$ cat src/rtl/vc_fifo_pkg.sv
// Purpose: shared types, defaults and helpers for the multi-VC flit buffer.
// Latency: n/a (definitions only).
// Backpressure: n/a (definitions only).
package vc_fifo_pkg;

  localparam int DATA_WIDTH_DEF = 37;
  localparam int NUM_VC_DEF     = 4;

  typedef logic [DATA_WIDTH_DEF-1:0]     flit_t;
  typedef logic [$clog2(NUM_VC_DEF)-1:0] vc_id_t;

  // LSB of VC 'vc' inside the packed per-VC occupancy bus.
  function automatic int count_lsb(input int vc, input int cnt_w);
    return vc * cnt_w;
  endfunction

endpackage

$ cat src/rtl/vc_fifo_chan.sv
// Purpose: single-VC storage (memory, pointers, occupancy, flags).
// Latency: head is a combinational view of the oldest entry; push/pop take effect next edge.
// Backpressure: none internally; the parent only pushes when not full (or popping) and pops when not empty.
//
// Ports: clk, rst_n (sync, active-low); push/wr_data store a flit; pop drops the head;
//        head = oldest flit; count = occupancy 0..DEPTH; empty/full/almost_full from count.
module vc_fifo_chan
  import vc_fifo_pkg::*;
#(
  parameter int DATA_WIDTH = DATA_WIDTH_DEF,
  parameter int ADDR_WIDTH = 3,
  parameter int AF_THRESH  = (1 << ADDR_WIDTH) - 2
) (
  input  logic                  clk,
  input  logic                  rst_n,
  input  logic                  push,
  input  logic                  pop,
  input  logic [DATA_WIDTH-1:0] wr_data,
  output logic [DATA_WIDTH-1:0] head,
  output logic [ADDR_WIDTH:0]   count,
  output logic                  empty,
  output logic                  full,
  output logic                  almost_full
);

  localparam int DEPTH = 1 << ADDR_WIDTH;

  logic [DATA_WIDTH-1:0] mem [DEPTH];
  logic [ADDR_WIDTH-1:0] wr_ptr;
  logic [ADDR_WIDTH-1:0] rd_ptr;

  // Pointers wrap naturally at DEPTH; count carries the extra bit so all DEPTH slots are usable.
  always_ff @(posedge clk) begin
    if (!rst_n) begin
      wr_ptr <= '0;
      rd_ptr <= '0;
      count  <= '0;
    end else begin
      if (push) wr_ptr <= wr_ptr + 1'b1;
      if (pop)  rd_ptr <= rd_ptr + 1'b1;
      case ({push, pop})
        2'b10:   count <= count + 1'b1;
        2'b01:   count <= count - 1'b1;
        default: count <= count;
      endcase
    end
  end

  // Storage is deliberately not cleared on reset.
  always_ff @(posedge clk) begin
    if (rst_n && push) mem[wr_ptr] <= wr_data;
  end

  assign head        = mem[rd_ptr];
  assign empty       = (count == '0);
  assign full        = (count == (ADDR_WIDTH+1)'(DEPTH));
  assign almost_full = (int'(count) >= AF_THRESH);

endmodule

$ cat src/rtl/vc_fifo.sv
// Purpose: NUM_VC independent flit FIFOs behind one shared write port and one shared read port.
// Latency: 1 cycle read (rd_data/rd_valid registered); 0 cycles when VC_FIFO_FWFT_EN is defined.
// Backpressure: upstream watches full/almost_full/count; dropped writes/reads raise sticky errors.
//
// Ports: clk, rst_n (sync, active-low); wr_en/wr_vc/wr_data write request; rd_en/rd_vc read request;
//        rd_data/rd_valid popped flit; empty/full/almost_full per-VC flags; count packed per-VC
//        occupancy (ADDR_WIDTH+1 bits per VC); overflow_err/underflow_err sticky until reset.
// Build option: define VC_FIFO_FWFT_EN for first-word-fall-through reads.
module vc_fifo
  import vc_fifo_pkg::*;
#(
  parameter int DATA_WIDTH = DATA_WIDTH_DEF,
  parameter int ADDR_WIDTH = 3,
  parameter int NUM_VC     = NUM_VC_DEF,
  parameter int VC_W       = $clog2(NUM_VC),
  parameter int AF_THRESH  = (1 << ADDR_WIDTH) - 2
) (
  input  logic                           clk,
  input  logic                           rst_n,
  input  logic                           wr_en,
  input  logic [VC_W-1:0]                wr_vc,
  input  logic [DATA_WIDTH-1:0]          wr_data,
  input  logic                           rd_en,
  input  logic [VC_W-1:0]                rd_vc,
  output logic [DATA_WIDTH-1:0]          rd_data,
  output logic                           rd_valid,
  output logic [NUM_VC-1:0]              empty,
  output logic [NUM_VC-1:0]              full,
  output logic [NUM_VC-1:0]              almost_full,
  output logic [NUM_VC*(ADDR_WIDTH+1)-1:0] count,
  output logic                           overflow_err,
  output logic                           underflow_err
);

  localparam int CW = ADDR_WIDTH + 1;

  logic                  wr_ok, rd_ok;
  logic                  wr_acc, rd_acc;
  logic [NUM_VC-1:0]     push, pop;
  logic [DATA_WIDTH-1:0] heads [NUM_VC];
  logic [DATA_WIDTH-1:0] rd_head;

  // Indices beyond NUM_VC are only possible when NUM_VC is not a power of two.
  assign wr_ok = (int'(wr_vc) < NUM_VC);
  assign rd_ok = (int'(rd_vc) < NUM_VC);

  assign rd_acc = rd_en && rd_ok && !empty[rd_vc];
  // A full VC still accepts a write when the same cycle pops it (full implies the pop is accepted).
  assign wr_acc = wr_en && wr_ok && (!full[wr_vc] || (rd_acc && (rd_vc == wr_vc)));

  assign rd_head = rd_ok ? heads[rd_vc] : '0;

  for (genvar k = 0; k < NUM_VC; k++) begin : g_chan
    assign push[k] = wr_acc && (wr_vc == VC_W'(k));
    assign pop[k]  = rd_acc && (rd_vc == VC_W'(k));

    vc_fifo_chan #(
      .DATA_WIDTH (DATA_WIDTH),
      .ADDR_WIDTH (ADDR_WIDTH),
      .AF_THRESH  (AF_THRESH)
    ) u_chan (
      .clk         (clk),
      .rst_n       (rst_n),
      .push        (push[k]),
      .pop         (pop[k]),
      .wr_data     (wr_data),
      .head        (heads[k]),
      .count       (count[count_lsb(k, CW) +: CW]),
      .empty       (empty[k]),
      .full        (full[k]),
      .almost_full (almost_full[k])
    );
  end

  always_ff @(posedge clk) begin
    if (!rst_n) begin
      overflow_err  <= 1'b0;
      underflow_err <= 1'b0;
    end else begin
      if (wr_en && !wr_acc) overflow_err  <= 1'b1;
      if (rd_en && !rd_acc) underflow_err <= 1'b1;
    end
  end

`ifdef VC_FIFO_FWFT_EN
  assign rd_data  = rd_head;
  assign rd_valid = rd_ok && !empty[rd_vc];
`else
  // rd_data keeps the last popped flit until the next accepted read.
  always_ff @(posedge clk) begin
    if (!rst_n) begin
      rd_data  <= '0;
      rd_valid <= 1'b0;
    end else begin
      rd_valid <= rd_acc;
      if (rd_acc) rd_data <= rd_head;
    end
  end
`endif

endmodule

$ cat config.mk
export PLATFORM = sky130hd
export DESIGN_NAME = vc_fifo
export DESIGN_NICKNAME = d
export VERILOG_FILES = /design/src/rtl/vc_fifo_pkg.sv /design/src/rtl/vc_fifo_chan.sv /design/src/rtl/vc_fifo.sv
export SDC_FILE = /design/constraint.sdc
export NUM_CORES = 1
export LEC_CHECK = 0
export ABC_AREA = 1
export BUFFER_PORTS_ARGS = -buffer_cell sky130_fd_sc_hd__buf_4
export CAP_MARGIN = 40
export CORE_ASPECT_RATIO = 1.5
export CORE_UTILIZATION = 64
export CTS_CLUSTER_DIAMETER = 50
export DETAILED_ROUTE_END_ITERATION = 8
export PLACE_DENSITY = 0.81
export SLEW_MARGIN = 20
export SYNTH_ARGS = -nofsm -noshare
export SYNTH_HDL_FRONTEND = slang
export SYNTH_SLANG_ARGS = --single-unit
$ cat constraint.sdc
create_clock -name clk -period 8.8 [get_ports clk]
set_input_delay 1.76 -clock clk [delete_from_list [all_inputs] [get_ports clk]]
set_output_delay 1.76 -clock clk [all_outputs]
set_load 0.02 [all_outputs]
==> results of run 1 <==
-- Yosys cell counts, drive strengths merged (20+ instances only) --
cell,count,area (µm²)
a21oi,42,210
buf,107,562
clkbuf,161,604
dfxtp,92,1840
edfxtp,1184,35600
ha,20,250
inv,67,251
nand2,104,390
nand3,202,1050
nor2,1009,3790
o211ai,281,2110
o21ai,654,3270
-- placed cells by master (no fill, tap or decap), types with 2 or more instances in the layout --
cell type / netlist / routed
o221ai_1: 15 / 15
nand2_1: 104 / 104
bufinv_16: 0 / 10
nor4_1: 8 / 8
nand3_1: 198 / 198
clkbuf_1: 161 / 30
edfxtp_1: 1184 / 1184
nor3_2: 0 / 19
inv_1: 59 / 56
a21oi_1: 42 / 42
nor2_4: 0 / 16
inv_6: 0 / 2
ha_1: 20 / 20
inv_8: 0 / 2
xor2_1: 8 / 8
inv_2: 8 / 6
o21ai_0: 632 / 632
nor2_1: 1008 / 992
clkinv_1: 0 / 10
nand3_4: 2 / 2
o211ai_1: 281 / 281
dfxtp_1: 92 / 80
clkinv_8: 0 / 3
inv_4: 0 / 4
clkbuf_8: 0 / 22
o21ai_1: 22 / 22
clkbuf_16: 0 / 112
xnor2_1: 4 / 4
clkinv_2: 0 / 13
buf_12: 0 / 5
fa_1: 4 / 4
clkinvlp_4: 0 / 6
dfxtp_2: 0 / 4
dfxtp_4: 0 / 8
buf_16: 0 / 7
nand3_2: 2 / 2
nand4_1: 12 / 12
buf_4: 20 / 174
-- tightest hold or removal path, cell delays in order (launching register included) --
cell,delay (ns)
dfxtp_1,0.30
inv_1,0.06
a21oi_1,0.07
-- worst paths after layout --
check,startpoint,end,cells past startpoint,slack [ns]
worst max-delay path,rd_vc[1],g_chan[1].u_chan.count[3],21,3.94
worst min register to register,g_chan[3].u_chan.rd_ptr[2],flop,2,0.47
worst min-delay path,g_chan[3].u_chan.rd_ptr[2],flop,2,0.47
worst max register to register,g_chan[1].u_chan.count[0],g_chan[1].u_chan.count[3],18,5.31
-- power breakdown --
group	switching, µW	internal [µW]	leakage [µW]
clock network	2150	2840	0.00183
logic	479	188	0.00521
registers	44.8	6670	0.0114
-- through the flow --
| stage | area, µm² | hold WS (ns) | utilization, % |
|---|---|---|---|
| floorplan | 50400 | 0.436 | - |
| global placement | 52100 | 0.444 | 67.0 |
| detailed placement | 52200 | 0.461 | 67.2 |
| CTS | 56000 | 0.471 | 72.0 |
| global route | 56200 | 0.487 | 72.3 |
| finish | 56200 | 0.467 | 72.3 |
-- state kept, by name, indices dropped and copies added (netlist names), named ones only --
signal / cells
g_chan.u_chan.mem: 1184
rd_data: 37
g_chan.u_chan.count: 16
g_chan.u_chan.rd_ptr: 12
g_chan.u_chan.wr_ptr: 12
overflow_err: 1
rd_valid: 1
underflow_err: 1
-- per-layer routing --
metal	routed length, µm	vias up	GRT usage, %
met4	6310	2	17.4
met1	44100	16300	40.2
met2	64500	2138	54.5
met5	10	-	0
li1	-	14700	-
met3	13100	384	4.91
-- cell type report --
type                            instances  area [µm²]
Sequential cell                      1276       37400
Fill cell                            4585       21500
Multi-Input combinational cell       2384       11800
Clock buffer                          164        3220
Timing Repair Buffer                  186        1600
Tap cell                             1016        1270
Clock inverter                         47         561
Inverter                               67         263
-- logic make-up after synthesis --
group | Yosys count | share of synthesized area [%]
compound gates | 992 | 11.3
xor+xnor | 12 | 0.208
fa+ha+maj | 24 | 0.655
buf+inv | 335 | 2.81
flops | 1276 | 74.1
simple gates | 1356 | 10.8
==> impl_metrics.toml, run 1 <==
[timing]
grt_setup_unrepaired = "false"
setup_tns_ns = 0
setup_viol = 0
hold_viol_final = 0
maxSlewHeadroom_pct = 38.5
clock.fmax_ghz = 0.206
slew_viol_final = 0
period_share_pct = 55.2
postLayoutSetupSlackWorst_ns = 3.94
fin_skew_ns = 0.0286
min_period_ns = 4.86
tightest_slew_ns = 0.923

[setup_path]
critPathRequiredTime_ns = 9.38
worstPathCellList = "buf_4 -> inv_1 -> nor2_4 -> buf_4 -> nand3_1 -> nand2_1 -> nor2_2 -> nand2_1 -> clkinv_2 -> nand2_1 -> inv_1 -> ha_1 -> ha_1 -> nand2_1 -> nand2_1 -> a21oi_1 -> nor2_1 -> nor2_1 -> nand2_1 -> o21ai_0 -> a21oi_1"
critPathTopFamily = "buffers and inverters"
cp-end-kind = "flop"
crit_type = "in2reg"
cp.arrival_ns = 5.44
slowest_stage = "clkinv_2"
startpoint_type = "input port"
cpPeakStageDelay_ns = 0.59
crit_buf_inv = 5
cp_max_fo = 39
cpMostUsedCell = "nand2_1"

[outcome]
outcome = "finished, final reports clean"

[place]
place_hpwl_um = 67600
dp_worst_setup_slack_ns = 3.28
place_congestion = 0.814
io_buffers = 112
dp_cells = 4922

[floorplanning]
floorplan.initialDensity_pct = 64.9
die_h_um = 346
dieArea_um2 = 80000
die_w_um = 231
io_pins = 113
rows = 125
core-area_um2 = 77700

[clock_tree]
post_cts_resized = 0
cts_hold_buf = 0
cts.sinks = 1276
cts_buffer_depth = 3
cts_setup_buffers = 0
cts_max_level = 3
cts.clk_slew.worst_paths_ns = 0.07
cts_buffers = 111
cts-root-buf = "clkbuf_16"
clock_latency_ns = 0.70
tritoncts = "built"

[layout]
area_growth_syn_to_layout_pct = 11.4
fin_nets = 4095
layout-drive-gt1-share_pct = 10.2
fin_cells = 5140
diodes = 0

[logic_synthesis]
synth_edf_count = 1184
netlist_instances = 3995
synth_area_um2 = 50400
synth_flop_cell = "edfxtp_1"
ys_ff_latch = 1276
synth_warnings = 0
synth_cell_types = 29
avgSynthCellArea_um2 = 12.6
syn_nets = 4064
async_reset_ff_share_pct = 0
ys_seq_area_share_pct = 74.1

[routing]
antenna_left = 0
drc = 0
routed_via_density = 6.51
dr.pass1.iters = 5
vias = 33500
wirelength_um = 128000
drtIter0Drc = 4198
wl_per_cell_um = 24.9

[power]
leakagePower_uw = 0.0185
p_total_uw = 12400
ir_drop_mv = 0.155
power_density_nw_per_um2 = 220

[global_routing]
grt_max_degree = 88
grt_pass1_wl_um = 193000
grt_antenna_before_repair = 1
track_usage_pct = 32.3
grt_pass1_vias = 33600
grt_overflow = 0

[hold_path]
min-delay-path-class = "reg2reg"

[flow_run]
cap_violations = 0
No activity file was read; power rests on OpenSTA's default activity.
==> run 2, diff against run 1 <==
ABC_AREA = 0   (was 1)
CORE_UTILIZATION = 56   (was 64)
PLACE_DENSITY = 0.75   (was 0.81)
clock period = 4.27 ns   (was 8.8 ns; I/O delays follow)
==> run 2 against run 1 <==
Net effect:
- combinational power rose by 59%
- sequential cell count did not move
- global-route usage fell by 4.9 points
- sequential power rose by 110%
- clock skew fell by 0.011 ns
- clock power rose by 110%
- largest cell class unchanged
- worst setup slack got worse by 3.2 ns
- cell area fell by 0.71%
- non-clock buffer count rose by 13
- worst hold slack got worse by 0.024 ns
- sequential share of layout area rose by 0.48 points
- routed wire length fell by 7.3%
==> impl_metrics.toml, run 2 <==
[setup_path]
reg2reg_depth = 12
r2r_setup_slack_ns = 0.78
reg2reg_from = "g_chan[2].u_chan.count[0]"
cp_max_fo = 12
cp.arrival_ns = 4.13
crit_type = "reg2reg"
reg2reg_to = "g_chan[3].u_chan.count[3]"
cp-end-kind = "flop"
critPathRequiredTime_ns = 4.92
startpoint_type = "flop"

[routing]
dr.pass1.iters = 7
vias = 24600
antenna_left = 0
drc = 0
drtIter0Drc = 2930
routed_via_density = 6.56
wl_per_cell_um = 31.6
wirelength_um = 119000

[clock_tree]
cts_hold_buf = 0
tritoncts = "built"
post_cts_resized = 0
cts_buffer_depth = 3
clock_latency_ns = 0.73
cts.clk_slew.worst_paths_ns = 0.07
cts-root-buf = "clkbuf_16"
cts_setup_buffers = 0
cts_buffers = 112
cts_max_level = 3
cts.sinks = 1276

[timing]
min_period_ns = 3.49
maxSlewHeadroom_pct = 41.0
period_share_pct = 81.6
clock.fmax_ghz = 0.287
timing.hold.ws_ns = 0.443
fin_skew_ns = 0.0177
setup_viol = 0
tightest_slew_ns = 0.884
slew_viol_final = 0
grt_setup_unrepaired = "false"
hold_viol_final = 0

[global_routing]
grt_overflow = 0
grt_max_degree = 47
track_usage_pct = 27.4
grt_antenna_before_repair = 2
use_met3_pct = 3.68
grt_pass1_vias = 25900
grt.met2_usage_pct = 49.2
grt_pass1_wl_um = 172000
grt.busiest_layer = "met2"
groute.layer.met1.usage_pct = 32.7

[place]
place_congestion = 0.876
place_hpwl_um = 67300
io_buffers = 112
dpl-instance-area_um2 = 51900

[logic_synthesis]
synthTopCellsByArea = "edfxtp_1 (73%), mux4_2 (14%), dfxtp_1 (3.8%)"
synth_compound_area_share_pct = 3.04
synth_xor_area_share_pct = 0.286
syn_nets = 2409
yosysMostFrequentCell = "edfxtp_1"
ys_ff_latch = 1276
avgSynthCellArea_um2 = 20.9
synth-adder-area-share_pct = 0.675
synth_edf_count = 1184
synth_top_family_by_area = "multiplexers"
netlist_top_cells_count = "edfxtp_1 (1,184), mux4_2 (296), dfxtp_1 (92)"
synth_top_area_share_pct = 72.7
ys_seq_area_share_pct = 76.4
synth_warnings = 0
synth_mux_area_share_pct = 15.3
yosysTopAreaCell = "edfxtp_1"
synthSimpleGateAreaFrac_pct = 2.75
synth_cell_types = 53
synth_flop_cell = "edfxtp_1"
synth_area_um2 = 48900
netlist_instances = 2340
async_reset_ff_share_pct = 0

[layout]
fin_nets = 2587
layout-drive-gt1-share_pct = 28.2
largest-register = "g_chan.u_chan.mem"
area_growth_syn_to_layout_pct = 14.0
finalInstanceArea_um2 = 55800
final_cell_mix = "edfxtp_1 (1,184), mux4_2 (296), buf_4 (175)"
largest_reg_flops = 1184
final_common_cell = "edfxtp_1"
largestRegisters = "g_chan.u_chan.mem x1184, rd_data x37, g_chan.u_chan.count x16"
fillers = 5482
diodes = 0

[hold_path]
min-delay-path-class = "in2reg"
min_path_cells = 3
min_from = "rd_en"
hold_path_end = "underflow_err"

[floorplanning]
io_pins = 113
die_w_um = 243
rows = 132
dieArea_um2 = 88600
floorplan.initialDensity_pct = 56.7
die_h_um = 364
core-area_um2 = 86400

[outcome]
outcome = "finished, final reports clean"

[power]
p_total_uw = 25500
ir_drop_mv = 0.417
power_density_nw_per_um2 = 457
leakagePower_uw = 0.0175

[flow_run]
cap_violations = 0
[run 2: layout make-up]
cell class              count  area [µm²]  area share [%]
multi-input cells         910       11200            20.0
flip-flops and latches   1276       37400            67.1
well taps                1139        1430            2.55
clock inverters            84        1020            1.83
clock buffers             129        2870            5.14
inverters                  19        71.3           0.128
repair buffers            199        1810            3.24
[run 2: kinds of logic after synthesis]
logic type               count (synthesis)
AND/OR/NAND/NOR                        268
buffers and inverters                  154
AO/OA/AOI/OAI                          224
XOR/XNOR                                16
multiplexers                           378
flip-flops                            1276
adder cells (fa/ha/maj)                 24
[run 2: report_power, final]
part	leakage (µW)	switching, µW	total, µW	internal [µW]
Sequential	0.0114	72.7	13800	13700
Combinational	0.00420	683	1060	381
Clock	0.00188	4590	10600	6020
[run 2: metrics by stage]
stage,setup WS (ns),instances,util [%],setup TNS (ns)
final,0.784,3756,64.6,0
after global routing,0.648,3756,64.6,0
after CTS,0.875,3756,64.6,0
after detailed placement,0.413,3543,60.1,0
after global placement,0.506,3539,60.0,0
after floorplan,-0.888,2340,-,-65.68
[run 2: critical path, stage by stage (launching register included)]
cell and delay [ns]:
dfxtp_1 0.38, nor4_1 0.72, a22oi_2 0.14, buf_4 0.23, and4_4 0.17, nor2_4 0.29, ha_1 0.27, ha_1 0.24
a21o_1 0.18, a21oi_1 0.20, xnor2_1 0.12, or3_1 0.32, a21oi_1 0.14
[run 2: how the worst max path moves through the flow]
stage / end / from / cells past startpoint
after floorplan: g_chan[2].u_chan.mem[3][0] / rd_vc[1] / 6
after global placement: g_chan[2].u_chan.count[3] / wr_vc[0] / 13
after detailed placement: g_chan[2].u_chan.count[3] / wr_vc[0] / 13
after CTS: g_chan[3].u_chan.count[3] / g_chan[2].u_chan.count[0] / 12
after global routing: g_chan[3].u_chan.count[3] / g_chan[2].u_chan.count[0] / 12
final: g_chan[3].u_chan.count[3] / g_chan[2].u_chan.count[0] / 12
[run 2: routing by layer]
layer / routed length [µm] / vias up
li1: - / 10100
met1: 41100 / 13000
met2: 63600 / 1315
met3: 8720 / 294
met4: 5430 / 4
met5: 26 / -
